### src/rtl/fcc_pkg.sv
// -----------------------------------------------------------------------------
// fcc_pkg
// Shared definitions for the FC result write packer: the default geometry of a
// memory write line, the default address width, and the packer FSM states.
// -----------------------------------------------------------------------------
package fcc_pkg;

    // Default memory byte-address width.
    localparam int FCC_ADDR_WIDTH        = 19;
    // Default width of one FC result word (one byte).
    localparam int FCC_WORD_WIDTH        = 8;
    // Default number of result words packed into one memory write line.
    localparam int FCC_NUM_WORDS_IN_LINE = 32;

    // Packer control states.
    typedef enum logic [1:0] {
        ST_IDLE = 2'd0,   // waiting for a job start
        ST_FILL = 2'd1,   // collecting result bytes into the line buffer
        ST_REQ  = 2'd2,   // presenting a full or final line to memory
        ST_DONE = 2'd3    // one-cycle job-complete pulse
    } fcc_state_e;

endpackage : fcc_pkg

### src/rtl/fcc_wr_line_buf.sv
// -----------------------------------------------------------------------------
// fcc_wr_line_buf
// One memory write line worth of result words, written one word at a time by
// index and cleared to all-zero in a single cycle so that unused tail words of
// a short final line read back as zero.
//
// Ports
//   clk      in   clock
//   rst_n    in   asynchronous active-low reset, clears the line
//   wr_en    in   write wr_data into word wr_idx
//   wr_idx   in   word index to write
//   wr_data  in   word to write
//   clr      in   clear the whole line (has priority over wr_en)
//   line     out  current line contents, word 0 in the low bits
// -----------------------------------------------------------------------------
module fcc_wr_line_buf
    import fcc_pkg::*;
#(
    parameter  int NUM_WORDS  = FCC_NUM_WORDS_IN_LINE,
    parameter  int WORD_WIDTH = FCC_WORD_WIDTH,
    localparam int IDX_WIDTH  = $clog2(NUM_WORDS)
) (
    input  logic                                  clk,
    input  logic                                  rst_n,
    input  logic                                  wr_en,
    input  logic [IDX_WIDTH-1:0]                  wr_idx,
    input  logic [WORD_WIDTH-1:0]                 wr_data,
    input  logic                                  clr,
    output logic [NUM_WORDS-1:0][WORD_WIDTH-1:0]  line
);

    // NOTE: this storage drives mem_data directly and must read as zero after
    // reset, so it is reset like ordinary state rather than left uninitialised
    // as a RAM would be.
    always_ff @(posedge clk or negedge rst_n) begin
        if (!rst_n) begin
            line <= '0;
        end else if (clr) begin
            line <= '0;
        end else if (wr_en) begin
            line[wr_idx] <= wr_data;
        end
    end

endmodule : fcc_wr_line_buf

### src/rtl/fcc_wr_packer.sv
// -----------------------------------------------------------------------------
// fcc_wr_packer
// Packs the FC result byte stream into memory write lines. A job starts with a
// one-cycle start pulse that loads the base byte address. Bytes are collected
// until the line is full or the stream's last byte arrives; the line is then
// held on the memory request interface until acknowledged, after which the
// address advances by the line size. After the final line, done pulses once.
//
// Ports
//   clk             in   clock
//   rst_n           in   asynchronous active-low reset, aborts any job
//   start           in   one-cycle job start, honoured only when idle
//   cfg_addrz       in   job base byte address, sampled on start
//   res_valid       in   result byte available
//   res_data        in   result byte
//   res_last        in   this result byte is the final one of the job
//   res_ready       out  a result byte is accepted this cycle when valid
//   mem_req         out  write request, held until mem_ack
//   mem_start_addr  out  line start byte address
//   mem_size_bytes  out  number of valid bytes in the line (1..line size)
//   mem_data        out  line contents, byte 0 in the low bits, unused bytes 0
//   mem_last_valid  out  index of the last valid byte (size - 1)
//   last            out  this line is the final line of the job
//   mem_ack         in   memory accepts the current request
//   busy            out  job in progress
//   done            out  one-cycle job-complete pulse
// -----------------------------------------------------------------------------
module fcc_wr_packer
    import fcc_pkg::*;
#(
    parameter  int ADDR_WIDTH        = FCC_ADDR_WIDTH,
    parameter  int WORD_WIDTH        = FCC_WORD_WIDTH,
    parameter  int NUM_WORDS_IN_LINE = FCC_NUM_WORDS_IN_LINE,
    localparam int CNT_WIDTH         = $clog2(NUM_WORDS_IN_LINE + 1),
    localparam int IDX_WIDTH         = $clog2(NUM_WORDS_IN_LINE)
) (
    input  logic                                          clk,
    input  logic                                          rst_n,
    input  logic                                          start,
    input  logic [ADDR_WIDTH-1:0]                         cfg_addrz,
    input  logic                                          res_valid,
    input  logic [WORD_WIDTH-1:0]                         res_data,
    input  logic                                          res_last,
    output logic                                          res_ready,
    output logic                                          mem_req,
    output logic [ADDR_WIDTH-1:0]                         mem_start_addr,
    output logic [CNT_WIDTH-1:0]                          mem_size_bytes,
    output logic [NUM_WORDS_IN_LINE-1:0][WORD_WIDTH-1:0]  mem_data,
    output logic [IDX_WIDTH-1:0]                          mem_last_valid,
    output logic                                          last,
    input  logic                                          mem_ack,
    output logic                                          busy,
    output logic                                          done
);

    fcc_state_e              state_q;
    fcc_state_e              state_d;
    logic [ADDR_WIDTH-1:0]   addr_q;     // start address of the line being built
    logic [CNT_WIDTH-1:0]    count_q;    // bytes collected in the current line
    logic                    last_q;     // current line carries the final byte

    logic                    accept;     // a result byte is taken this cycle
    logic                    line_fill;  // this accept completes the line
    logic                    retire;     // the pending line is acknowledged
    logic                    buf_clr;

    assign accept    = (state_q == ST_FILL) && res_valid;
    assign line_fill = accept &&
                       (res_last || (count_q == CNT_WIDTH'(NUM_WORDS_IN_LINE - 1)));
    // Only one acknowledge is honoured per REQ entry: the state leaves REQ on
    // the same edge, so an ack held high afterwards lands in FILL/DONE/IDLE.
    assign retire    = (state_q == ST_REQ) && mem_ack;
    assign buf_clr   = retire || ((state_q == ST_IDLE) && start);

    // ---------------------------------------------------------------- state reg
    // NOTE: every clocked register uses non-blocking assignment so all of them
    // update together from values sampled before the edge.
    always_ff @(posedge clk or negedge rst_n) begin
        if (!rst_n) begin
            state_q <= ST_IDLE;
        end else begin
            state_q <= state_d;
        end
    end

    // --------------------------------------------------------------- next state
    // NOTE: state_d gets a default before the case so no path leaves it
    // unassigned, which would otherwise infer a latch.
    always_comb begin
        state_d = state_q;
        unique case (state_q)
            ST_IDLE: if (start)     state_d = ST_FILL;
            ST_FILL: if (line_fill) state_d = ST_REQ;
            ST_REQ:  if (mem_ack)   state_d = last_q ? ST_DONE : ST_FILL;
            ST_DONE:                state_d = ST_IDLE;
            default:                state_d = ST_IDLE;
        endcase
    end

    // -------------------------------------------------------------- output comb
    always_comb begin
        res_ready      = 1'b0;
        mem_req        = 1'b0;
        mem_size_bytes = '0;
        mem_last_valid = '0;
        last           = 1'b0;
        busy           = 1'b1;
        done           = 1'b0;
        unique case (state_q)
            ST_IDLE: busy      = 1'b0;
            ST_FILL: res_ready = 1'b1;
            ST_REQ: begin
                mem_req        = 1'b1;
                mem_size_bytes = count_q;
                mem_last_valid = IDX_WIDTH'(count_q - CNT_WIDTH'(1));
                last           = last_q;
            end
            ST_DONE: done      = 1'b1;
            default: busy      = 1'b0;
        endcase
    end

    assign mem_start_addr = addr_q;

    // ---------------------------------------------------- address / count / last
    always_ff @(posedge clk or negedge rst_n) begin
        if (!rst_n) begin
            addr_q  <= '0;
            count_q <= '0;
            last_q  <= 1'b0;
        end else begin
            unique case (state_q)
                ST_IDLE: begin
                    if (start) begin
                        addr_q  <= cfg_addrz;
                        count_q <= '0;
                        last_q  <= 1'b0;
                    end
                end
                ST_FILL: begin
                    if (accept) begin
                        count_q <= count_q + CNT_WIDTH'(1);
                        last_q  <= res_last;
                    end
                end
                ST_REQ: begin
                    if (mem_ack) begin
                        // Address wraps silently at the top of the byte space.
                        addr_q  <= addr_q + ADDR_WIDTH'(count_q);
                        count_q <= '0;
                    end
                end
                default: ;
            endcase
        end
    end

    // -------------------------------------------------------------- line buffer
    fcc_wr_line_buf #(
        .NUM_WORDS  (NUM_WORDS_IN_LINE),
        .WORD_WIDTH (WORD_WIDTH)
    ) u_line_buf (
        .clk     (clk),
        .rst_n   (rst_n),
        .wr_en   (accept),
        .wr_idx  (count_q[IDX_WIDTH-1:0]),
        .wr_data (res_data),
        .clr     (buf_clr),
        .line    (mem_data)
    );

endmodule : fcc_wr_packer

### config.mk
export PLATFORM = sky130hd
export DESIGN_NAME = fcc_wr_packer
export DESIGN_NICKNAME = d
export VERILOG_FILES = /design/src/rtl/fcc_pkg.sv /design/src/rtl/fcc_wr_line_buf.sv /design/src/rtl/fcc_wr_packer.sv
export SDC_FILE = /design/constraint.sdc
export NUM_CORES = 1
export LEC_CHECK = 0
export ABC_CLOCK_PERIOD_IN_PS = 5900
export CORE_MARGIN = 5
export CORE_UTILIZATION = 53
export CTS_CLUSTER_SIZE = 16
export DETAILED_ROUTE_END_ITERATION = 8
export PLACE_DENSITY = 0.86
export REMOVE_ABC_BUFFERS = 1
export SLEW_MARGIN = 20
export SYNTH_ARGS = -nofsm -noshare
export SYNTH_HDL_FRONTEND = slang
export SYNTH_SLANG_ARGS = --single-unit
export TNS_END_PERCENT = 20
### constraint.sdc
create_clock -name clk -period 5.9 [get_ports clk]
set_clock_uncertainty 0.2 [all_clocks]
set_input_delay 0.59 -clock clk [delete_from_list [all_inputs] [get_ports clk]]
set_output_delay 0.59 -clock clk [all_outputs]
set_load 0.03 [all_outputs]
==> results.txt, run 1 <==
* Power density relative to cell area: 340 nW/µm²
- At the pin with the least slew margin, the transition time is 1.05 ns.
* RSZ-0062 raised after global routing: no
* Crit path max-delay family: buffers and inverters
- After detailed routing, the average wire length per cell comes to 20.8 µm.
- Final cell count without fillers: around 2000
* Leakage power figure: 6.88 nW
* Max Fanout on Critical Path: 32
- Post-layout instance area: approximately 17000 µm²
- The tree is rooted in a sky130_fd_sc_hd__clkbuf_16.
- Crit share post-route: 0.648
- Critical path data required time: 5.11 ns
- For this run, the detailed router's first-pass iteration total came to 7.
* Fraction of layout cells with a size suffix above 1: 0.0625
- Max-cap viol count: 0
- CTS saw approximately 280 sinks.
* Final WL: 42.0 mm
- Measured on the finished design, the core utilization comes to 0.723.
- The startpoint identified for the worst hold timing path is u_line_buf.line[31].
- Sequential cell area fraction in the yosys report: 0.558
* Count of unique library cells instantiated by Yosys: 59
- The floorplan step defined a die boundary enclosing 27200 µm².
* FF-to-FF Start: count_q[2]
* N_diodes: 0
- Among all flip-flop cells after synthesis, the most frequent one is sky130_fd_sc_hd__dfrtp_1.
* Worst setup path class: reg -> out
- Setup slack of the most critical reg-to-reg path: 3.08 ns
* Synthesized area per cell: 8.99 µm²
- 324 I/O pins were placed.
- Die height: 165 µm
* Clock buffer depth: 3
- The Yosys step of the flow raised 0 warnings.
- Among all stages on the critical path, the largest delay is contributed by sky130_fd_sc_hd__inv_1.
* Pin count of the biggest net entering global routing: 142
* Buf/Inv on CP: 3
* Clock latency on the worst-skew pair: 0.53 ns
* Flip-flop and latch count after synthesis: 284
* Crit path cell chain: nand2b_1 -> buf_4 -> inv_1 -> and2_1 -> clkdlybuf4s50_1
- Power comes to 5.78 mW.
- Multiplexer area fraction after synthesis: 0.00157
- Data arrival, critical path: 3.04 ns
* Placer Congestion: 0.958
- Final-report setup violation count: 0
- Synthesis-to-layout area growth: 33.5%
- After technology mapping, the gate count stands at ~1400.
- Width of the die: 165 µm
* Sort of element at the start of the critical path: flop
- Vias after detailed routing: 12000
- Number of antenna violations at the first check in global routing: 0
* DRC errors left: 0
- For this run, asynchronously set or reset flops after synthesis account for 1.00.
- IO buf count: 323
- FP Rows: between 50 and 60
- Net count reported at finish: 1720
- Xor/xnor share of the synthesized area: 0.00687
- Final Max Tran Viols: 0
- The flow ran to the end, and the final reports show no timing, DRC or antenna violations.
- Slew Limit Headroom: 0.300
- After clock tree synthesis, the clock-pin slew on the worst setup and hold paths is 0.06 ns.
- Count of flip-flops with a built-in enable after synthesis: 0
- The floorplan step defined a core boundary enclosing ~24000 µm².
- After legalization and detailed placement, the total HPWL measured 26.6 mm.
- Hold is met by 0.320 ns.
- Largest incremental delay on the critical path: 0.70 ns
- After clock tree synthesis, the setup repair step added 0 buffers.
- In this run the remaining antenna-violating nets after routing total 0.
- Of the total synthesized cell area, the portion taken by AND, OR, NAND and NOR gates is 0.187.
- TritonCTS clock tree: done
* Post-synthesis instance area: 12700 µm²
- Total overflow reported by the global router: 0
- Peak clock frequency supported by timing: 0.261 GHz
- In this run the worst setup path begins at state_q[0].
- The routed design could run at a clock period as short as about 3.8 ns.
- In the global route stage, overall resource usage came out at 0.300.
- Largest family of logic cells by synthesized area: compound AO/OA/AOI/OAI gates
- CTS H-Tree Depth: 1
- The via count of the first global-routing pass is between 10000 and 15000.
- The initial utilization of the core area, before any placement, comes to 0.541.
* Number of buffers added by the clock tree synthesis step: 29
- Type of the most critical hold path: reg -> reg
* Placed cell areas: 16000 µm²
- Largest cells by area after synthesis: sky130_fd_sc_hd__dfrtp_1 (56%), sky130_fd_sc_hd__a21oi_1 (10%), sky130_fd_sc_hd__nand2_1 (8.5%), sky130_fd_sc_hd__o21ai_0 (5.5%), sky130_fd_sc_hd__nand3_1 (5.3%)
- Final-report hold violation count: 0
* Share of the synthesized area in compound gates (AO/OA/AOI/OAI): 0.188
- DRC marker count from the first detailed-route iteration: ~1200
* Portion of synthesized cell area occupied by the leading cell type: 0.558
- IR analysis of the VDD net gives a maximum drop of 0.352 mV.
- Ratio of routed vias to standard cells: 5.97
- Share of synthesized cell area in full adder, half adder and majority cells: 0.0124
* CP Capture Type: output pin
* Wire length of the first global-routing pass: 65.2 mm
* Total instance count after detailed placement: between 1500 and 2000
* Yosys top cell by area: sky130_fd_sc_hd__dfrtp_1
tightest hold or removal path, cell delays in order, from the launching register on:
cell and delay (ns):
sky130_fd_sc_hd__dfrtp_1 0.37, sky130_fd_sc_hd__nand2_1 0.06, sky130_fd_sc_hd__a21oi_1 0.05
repair_timing:
item                                   4_1_cts  5_1_grt
gates resized for setup                      0        0
endpoints found under the hold margin      103        0
hold buffers                                 1        0
path summary, 6_finish.rpt:
check,end,cells after the start
max in group asynchronous,u_line_buf.line[127],3
max,mem_size_bytes[4],5
max reg2reg,mem_start_addr[6],6
min reg2reg,u_line_buf.line[31],2
min,u_line_buf.line[31],2
min in group asynchronous,u_line_buf.line[8],2
power by group:
part / switching [mW] / internal (mW) / total [mW] / leakage [nW]
Clock: 0.755 / 1.09 / 1.85 / 0.485
Sequential: 0.163 / 2.09 / 2.26 / 3.91
Combinational: 1.13 / 0.540 / 1.67 / 2.48
through the flow:
stage / setup WS, ns / TNS, ns
final: 2.07 / 0
after global routing: 1.90 / 0
after CTS: 2.10 / 0
after detailed placement: 2.65 / 0
after global placement: 2.69 / 0
after floorplan: -4.53 / -962.17
area by class of cell:
cell class,count,area (µm²)
clock buffers,46,910
well taps,319,399
multi-input cells,1002,5050
flip-flops and latches,284,7110
inverters,8,30.0
repair buffers,350,3460
fillers,1726,6520
clock inverters,6,61.3
logic make-up (layout without fill, tap and decap cells):
family,count (synthesis),count (layout)
buf+inv,131,410
mux,2,2
compound gates,446,446
fa+ha+maj,12,12
xor+xnor,10,10
simple gates,532,532
flops,284,284
synthesized netlist by cell type (3+ instances only):
library cell,number
sky130_fd_sc_hd__a211oi_1,6
sky130_fd_sc_hd__a21oi_1,263
sky130_fd_sc_hd__a2bb2oi_1,4
sky130_fd_sc_hd__a31oi_1,4
sky130_fd_sc_hd__and2_1,12
sky130_fd_sc_hd__and3_1,4
sky130_fd_sc_hd__buf_1,13
sky130_fd_sc_hd__buf_2,26
sky130_fd_sc_hd__buf_4,17
sky130_fd_sc_hd__clkbuf_1,65
sky130_fd_sc_hd__dfrtp_1,284
sky130_fd_sc_hd__ha_1,11
sky130_fd_sc_hd__inv_1,8
sky130_fd_sc_hd__nand2_1,287
sky130_fd_sc_hd__nand2_2,19
sky130_fd_sc_hd__nand3_1,136
sky130_fd_sc_hd__nand3b_1,3
sky130_fd_sc_hd__nand4_1,4
sky130_fd_sc_hd__nor2_1,43
sky130_fd_sc_hd__nor2b_1,4
sky130_fd_sc_hd__nor3_1,4
sky130_fd_sc_hd__o211ai_1,4
sky130_fd_sc_hd__o21ai_0,139
sky130_fd_sc_hd__o22ai_1,4
sky130_fd_sc_hd__xnor2_1,5
sky130_fd_sc_hd__xor2_1,5
per-layer routing:
layer,GRT usage,vias to the layer above,share of wire
met4,0.119,0,0.043
met1,0.402,5830,0.37
met3,0.0553,126,0.098
li1,-,5381,-
met2,0.489,693,0.49
met5,0,-,0
flip-flops by register name, summed over array words and instances (netlist names):
name,cells
mem_start_addr,19
last_q,1
state_q,2
u_line_buf.line,256
count_q,6
layout by cell type, fill, tap and decap left out, drive strengths merged, types with 9 or more instances in the layout:
master           n
buf             28
a21oi          264
nor2            43
clkbuf          46
ha              11
inv              9
clkdlybuf4s50  321
o21ai          140
dfrtp          284
and2            12
nand3          136
nand2          306
Note: power is estimated with default switching activity, not from simulation.
==> inputs of run 2 (changes only) <==
--- a/config.mk
+++ b/config.mk
@@ -5,12 +5,12 @@
 export SDC_FILE = /design/constraint.sdc
 export NUM_CORES = 1
 export LEC_CHECK = 0
-export ABC_CLOCK_PERIOD_IN_PS = 5900
+export ABC_CLOCK_PERIOD_IN_PS = 3900
 export CORE_MARGIN = 5
-export CORE_UTILIZATION = 53
+export CORE_UTILIZATION = 49
 export CTS_CLUSTER_SIZE = 16
 export DETAILED_ROUTE_END_ITERATION = 8
-export PLACE_DENSITY = 0.86
+export PLACE_DENSITY = 0.8
 export REMOVE_ABC_BUFFERS = 1
 export SLEW_MARGIN = 20
 export SYNTH_ARGS = -nofsm -noshare
==> constraint.sdc (replaced) <==
create_clock -name clk -period 3.9 [get_ports clk]
set_clock_uncertainty 0.2 [all_clocks]
set_input_delay 0.39 -clock clk [delete_from_list [all_inputs] [get_ports clk]]
set_output_delay 0.39 -clock clk [all_outputs]
set_load 0.03 [all_outputs]
==> results.txt, run 2 (synthesis results as in run 1) <==
- Result of the run: finished clean
- The diode insertion count for antenna repair came to 0 (unchanged).
- The endpoint identified for the worst register-to-register timing path is u_line_buf.line[180].
- The critical path in this run is classified as reg -> out.
* Max IR drop VDD: 0.462 mV (+31%)
- The share of total power in the clock network is 0.335 (+0.015).
- Area of the core: 25800 µm² (+9.7%)
- The sum of negative setup slack was 0 ns (unchanged).
* R2r worst-path depth: 4 (-2)
- Total overflow reported by the global router: 0 (unchanged)
- The latest clock arrival within the worst-skew pair was 0.54 ns (about the same).
- IO buf count: 323 (unchanged)
- Final-report setup violation count: 0 (unchanged)
* Type of the most critical hold path: in -> async
- The net count reported at finish is 1733 (+0.76%).
- Combinational share of power: 0.283 (-0.006)
- The total die area was 29300 µm² (+7.7%).
- Most common cell after layout, fill and taps aside: sky130_fd_sc_hd__clkdlybuf4s50_1
- The count of instances resized after the clock tree is built is 0 (unchanged).
- The final wirelength is 41.5 mm (-1.2%).
- Static timing analysis puts the maximum clock frequency at 0.306 GHz.
- The slew at the pin closest to its max-slew limit was 0.976 ns (-0.0742 ns).
* DPL Wire Length: 26.5 mm (-0.49%)
- The number of vias after detailed routing came to 12000 (-0.42%).
- The count of hold buffers inserted by post-cts repair is 1 (unchanged).
- Setup slack of the most critical reg-to-reg path: 1.06 ns (-2.02 ns)
- FP Rows: 59 (+5.4%)
* Post-layout instance area: 17200 µm² (+1.1%)
- The via density per instance was 5.85 (-2.0%).
- Total instance count after detailed placement: 1990 (+1.4%)
- RSZ-0062 raised after global routing: no
- The worst setup path is launched from a flop.
* Part of the total power dissipated in sequential elements: 0.381 (-0.010)
- Crit share post-route: 0.837
* Power density relative to cell area: 521 nW/µm² (+53%)
- CP Capture Type: output pin
* DRC marker count from the first detailed-route iteration: 1432 (+15%)
* Switching power summed over all nets: 3.12 mW (+52%)
* Clock-pin slew on the worst setup and hold paths: 0.06 ns (about the same)
- The post-placement cell area came to 16100 µm² (+0.67%).
- The share of cells above drive strength 1 came to 0.0713 (+0.00876).
- Wire length of the first global-routing pass: 64.4 mm (-1.1%)
- DRC errors left: 0 (unchanged)
- Pint: 5.84 mW (+57%)
* Final cell count without fillers: 2047 (+1.6%)
* CTS H-Tree Depth: 1 (unchanged)
- Placer Congestion: 0.874 (-8.7%)
- The count of clock tree sinks is 284 (unchanged).
* Net Sw Frac: 0.348 (-0.00660)
* Slew Limit Headroom: 0.349 (+0.0495)
- Number of buffers added by the clock tree synthesis step: 30 (+3.4%)
- Width of the die: 171 µm (+3.8%)
* Count of boundary I/O pins: 324 (unchanged)
* Final Max Tran Viols: 0 (unchanged)
- The post-detailed-route wirelength per cell is 20.3 µm (-2.8%).
* Leakage power figure: 6.97 nW (+1.4%)
* Final antenna-violating net count: 0 (unchanged)
- CTS placed an instance of sky130_fd_sc_hd__clkbuf_16 at the clock tree root.
* Number of antenna violations at the first check in global routing: 0 (unchanged)
* Initial core utilization: 0.493 (-0.0481)
- Via count of the first global-routing pass: 11600 (-0.68%)
- The flip-flop count of the largest register, all copies and words added came to 256 (unchanged).
- The maximum buffer depth of the clock tree is 3 (unchanged).
- The largest net degree at the start of global routing came to 142 (unchanged).
- In this run the critical register-to-register path is launched from count_q[4].
- Max-cap viol count: 0 (unchanged)
- Die height: 171 µm (+3.8%)
- The data required time of the worst path was 3.31 ns (-1.80 ns).
- Total routing resource utilization after global routing: 0.273 (-0.0270)
* TritonCTS clock tree: done
* Commonest cells after routing, fill and taps aside: sky130_fd_sc_hd__clkdlybuf4s50_1 (318), sky130_fd_sc_hd__nand2_1 (287), sky130_fd_sc_hd__dfrtp_1 (284)
* Worst slack, placed: 0.973 ns (-1.67 ns)
- The smallest clock period supported by the final layout is computed as 3.26 ns.
- The data arrival time of the worst path came to 2.67 ns (-0.37 ns).
- The final critical-path setup slack is 0.637 ns (-1.44 ns).
- Max Fanout on Critical Path: 20 (-38%)
* Final-report hold violation count: 0 (unchanged)
* Number of iterations in the first detailed-routing pass: 5 (-2)
- Number of setup buffers added after CTS: 0 (unchanged)
- Register with the most flip-flops: u_line_buf.line
- Relative to the synthesized area, the layout overhead comes to 35.0%.
-- run 2: layout make-up --
cell class | instances | area (µm²)
Fill cell | 2058 | 8630
Sequential cell | 284 | 7110
Multi-Input combinational cell | 1002 | 5050
Timing Repair Buffer | 362 | 3550
Clock buffer | 45 | 888
Tap cell | 335 | 419
Clock inverter | 11 | 165
Inverter | 8 | 30.0
-- run 2: power by group through the flow --
stage               sequential, mW  combinational (mW)  clock, mW
floorplan                     3.77                1.02          0
detailed placement            3.46                2.51          0
global route                  3.44                2.73       3.17
finish                        3.42                2.54       3.00
global placement              3.45                2.47          0
CTS                           3.41                2.53       3.04
-- run 2: stage by stage --
step                      total power, mW   util  hold slack [ns]
after floorplan                      4.79      -           -0.106
after global placement               5.92  0.625            0.266
after detailed placement             5.97  0.625            0.267
after CTS                            8.99  0.666            0.203
after global routing                 9.34  0.666            0.234
final                                8.96  0.666            0.213
-- run 2: worst max-delay path: stages, from the launching register on --
cell                              delay (ns)
sky130_fd_sc_hd__dfrtp_1                0.49
sky130_fd_sc_hd__nand2b_1               0.21
sky130_fd_sc_hd__inv_1                  0.46
sky130_fd_sc_hd__buf_4                  0.29
sky130_fd_sc_hd__clkdlybuf4s50_1        0.69
-- run 2: layer usage --
| layer | wire (µm) | global-route usage | vias to the layer above |
|---|---|---|---|
| met5 | 0 | 0 | - |
| met4 | 1720 | 0.106 | 0 |
| met3 | 3680 | 0.0540 | 105 |
| met2 | 20000 | 0.440 | 579 |
| met1 | 16100 | 0.369 | 5895 |
| li1 | - | - | 5401 |
-- run 2: worst max path at each step --
| stage | cells after the start | end | from |
|---|---|---|---|
| 3_5_place_dp | 6 | u_line_buf.line[198] | res_valid |
| 6_report | 4 | mem_req | state_q[0] |
| 5_1_grt | 4 | mem_req | state_q[0] |
| 2_1_floorplan | 4 | mem_start_addr[8] | state_q[1] |
| 4_1_cts | 4 | mem_req | state_q[0] |
| 3_3_place_gp | 6 | u_line_buf.line[193] | res_valid |
==> inputs of run 3 (changes only) <==
--- a/config.mk
+++ b/config.mk
@@ -5,7 +5,7 @@
 export SDC_FILE = /design/constraint.sdc
 export NUM_CORES = 1
 export LEC_CHECK = 0
-export ABC_CLOCK_PERIOD_IN_PS = 3900
+export ABC_CLOCK_PERIOD_IN_PS = 3100
 export CORE_MARGIN = 5
 export CORE_UTILIZATION = 49
 export CTS_CLUSTER_SIZE = 16
==> constraint.sdc (replaced) <==
create_clock -name clk -period 3.1 [get_ports clk]
set_clock_uncertainty 0.2 [all_clocks]
set_input_delay 0.31 -clock clk [delete_from_list [all_inputs] [get_ports clk]]
set_output_delay 0.31 -clock clk [all_outputs]
set_load 0.03 [all_outputs]
==> results.txt, run 3 (synthesis results as in run 1) <==
- Number of buffers added by the clock tree synthesis step: 29 (-3.3%)
- The total routing usage reported by global routing is 0.271 (-0.00219).
- Crit path setup slack, layout: 0.129 ns (-0.507 ns)
* Sort of element at the start of the critical path: flop
* IO buf count: 323 (unchanged)
- Wire length of the first global-routing pass: 64.0 mm (-0.76%)
- The number of endpoints failing setup at the final stage came to 0 (unchanged).
- Derived from the worst setup path, the maximum achievable clock frequency is between 0.3 and 0.4 GHz.
* Count of boundary I/O pins: 324 (unchanged)
* Post-route core utilization: 0.666 (about the same)
* Width of the die: 171 µm (unchanged)
- The internal reg-to-reg setup slack came to 0.45 ns (-0.61 ns).
* N_diodes: 0 (unchanged)
- Commonest cells after routing, fill and taps aside: sky130_fd_sc_hd__clkdlybuf4s50_1 (313), sky130_fd_sc_hd__nand2_1 (287), sky130_fd_sc_hd__dfrtp_1 (284)
- Beginning of the critical path: count_q[0]
- Vias after detailed routing: 11900 (-0.89%)
- Final cell count without fillers: 2043 (-0.20%)
- The worst relative slew slack is 0.308 (-0.0413).
- The placed wire-length estimate after detailed placement is 26.4 mm (-0.26%).
- The number of buffers inserted by post-CTS setup repair is 0 (unchanged).
- FP Rows: 59 (unchanged)
- Data arrival, critical path: 2.46 ns (-0.21 ns)
- Synthesis-to-layout area growth: 35.0% (about the same)
* TritonCTS clock tree: done
* Initial core utilization: 0.493 (unchanged)
- Root buffer cell: sky130_fd_sc_hd__clkbuf_16
- The total die area is 29300 µm² (unchanged).
* Max-cap viol count: 0 (unchanged)
* Accumulated negative setup slack: 0 ns (unchanged)
* Type of the most critical hold path: in -> async
- CTS H-Tree Depth: 1 (unchanged)
* Fraction of layout cells with a size suffix above 1: 0.0732 (+0.00192)
* Pin count of the biggest net entering global routing: 144 (+1.4%)
* Total instance count after detailed placement: 1990 (unchanged)
- Total overflow reported by the global router: 0 (unchanged)
* Worst setup endpoint: mem_last_valid[1]
- Area of the core: 25800 µm² (unchanged)
- The count of nets left with antenna violations after detail routing was 0 (unchanged).
- Max FFs per register: 256 (unchanged)
- Via count of the first global-routing pass: 11500 (-1.2%)
- Leaving out fill and tap cells, the most frequent cell in the layout is sky130_fd_sc_hd__clkdlybuf4s50_1.
- Setup repair after global routing left no endpoint under its margin.
- The slew at the pin closest to its max-slew limit is 1.04 ns (+0.0620 ns).
- The count of pins over their slew limit is 0 (unchanged).
- Final WL: 41.3 mm (-0.55%)
- R2r worst-path depth: 8 (+4)
* CP Capture Type: output pin
* Total number of clock tree sinks: 284 (unchanged)
- The peak supply drop was 0.557 mV (+21%).
* Net count reported at finish: 1732 (-0.058%)
* Endpoint of the worst register-to-register path: mem_start_addr[10]
- Crit path time final: between 2 and 3 ns
- The power per cell area is 652 nW/µm² (+25%).
- Clock buffer depth: 3 (unchanged)
- Placer Congestion: 0.921 (+5.3%)
- Worst setup path class: reg -> out
* Routed len/inst: 20.2 µm (-0.36%)
- The minimum setup slack after placement came to 0.293 ns (-0.681 ns).
- The latest clock arrival within the worst-skew pair is 0.53 ns (about the same).
- The flow ran to the end, and the final reports show no timing, DRC or antenna violations.
- Critical path data required time: 2.59 ns (-0.72 ns)
- The number of remaining DRC errors was 0 (unchanged).
- The final hold violation count is 0 (unchanged).
- The maximum fanout count along the critical path came to 9 (-55%).
- Number of iterations in the first detailed-routing pass: 6 (+1)
- Ratio of routed vias to standard cells: 5.81 (-0.70%)
* Leakage power figure: 7.02 nW (+0.69%)
- Die height: 171 µm (unchanged)
- Clock-pin slew on the worst setup and hold paths: 0.06 ns (about the same)
- FF-to-FF Start: count_q[0]
* Crit share post-route: 0.958
- Register with the most flip-flops: u_line_buf.line
- The number of DRC violations after detailed-routing iteration 0 is 1502 (+4.9%).
* Number of antenna violations at the first check in global routing: 0 (unchanged)
[run 3: how the worst min path moves through the flow]
stage                           to  start  slack, ns
2_1_floorplan           count_q[0]  rst_n      -0.19
5_1_grt        u_line_buf.line[30]  rst_n       0.03
3_5_place_dp   u_line_buf.line[14]  rst_n      -0.01
3_3_place_gp   u_line_buf.line[14]  rst_n      -0.02
6_report       u_line_buf.line[14]  rst_n       0.02
4_1_cts         u_line_buf.line[9]  rst_n       0.02
[run 3: area by class of cell]
cell class	count	area (µm²)
Clock buffer	44	892
Clock inverter	8	140
Multi-Input combinational cell	1002	5050
Inverter	8	30.0
Tap cell	335	419
Fill cell	2056	8630
Timing Repair Buffer	362	3570
Sequential cell	284	7110
[run 3: layer usage]
layer,wire length (µm),track usage
met5,0,0
met4,1530,0.0947
met3,3670,0.0432
met2,19900,0.437
met1,16200,0.378
[run 3: report_power, final]
| group | internal, mW | total [mW] | switching, mW |
|---|---|---|---|
| registers | 3.99 | 4.29 | 0.303 |
| logic | 1.07 | 3.21 | 2.14 |
| clock network | 2.30 | 3.73 | 1.43 |
| total | 7.35 | 11.2 | 3.87 |
[run 3: metrics by stage]
step                instance area (µm²)  power [mW]  hold slack, ns
floorplan                         12200        5.96          -0.186
global placement                  16200        7.46         -0.0152
detailed placement                16200        7.52        -0.00973
CTS                               17200        11.2          0.0154
global route                      17200        11.7          0.0344
finish                            17200        11.2          0.0159
[run 3: what timing repair did]
item,in CTS,in global routing
resized for setup,0,2
endpoints found under the hold margin,284,0
hold buffers,1,0
setup endpoints to repair,0,2
[run 3: critical path, stage by stage (launching register included)]
cell,delay [ns]
sky130_fd_sc_hd__dfrtp_1,0.51
sky130_fd_sc_hd__inv_1,0.17
sky130_fd_sc_hd__ha_1,0.34
sky130_fd_sc_hd__nor2_1,0.19
sky130_fd_sc_hd__clkdlybuf4s50_1,0.72
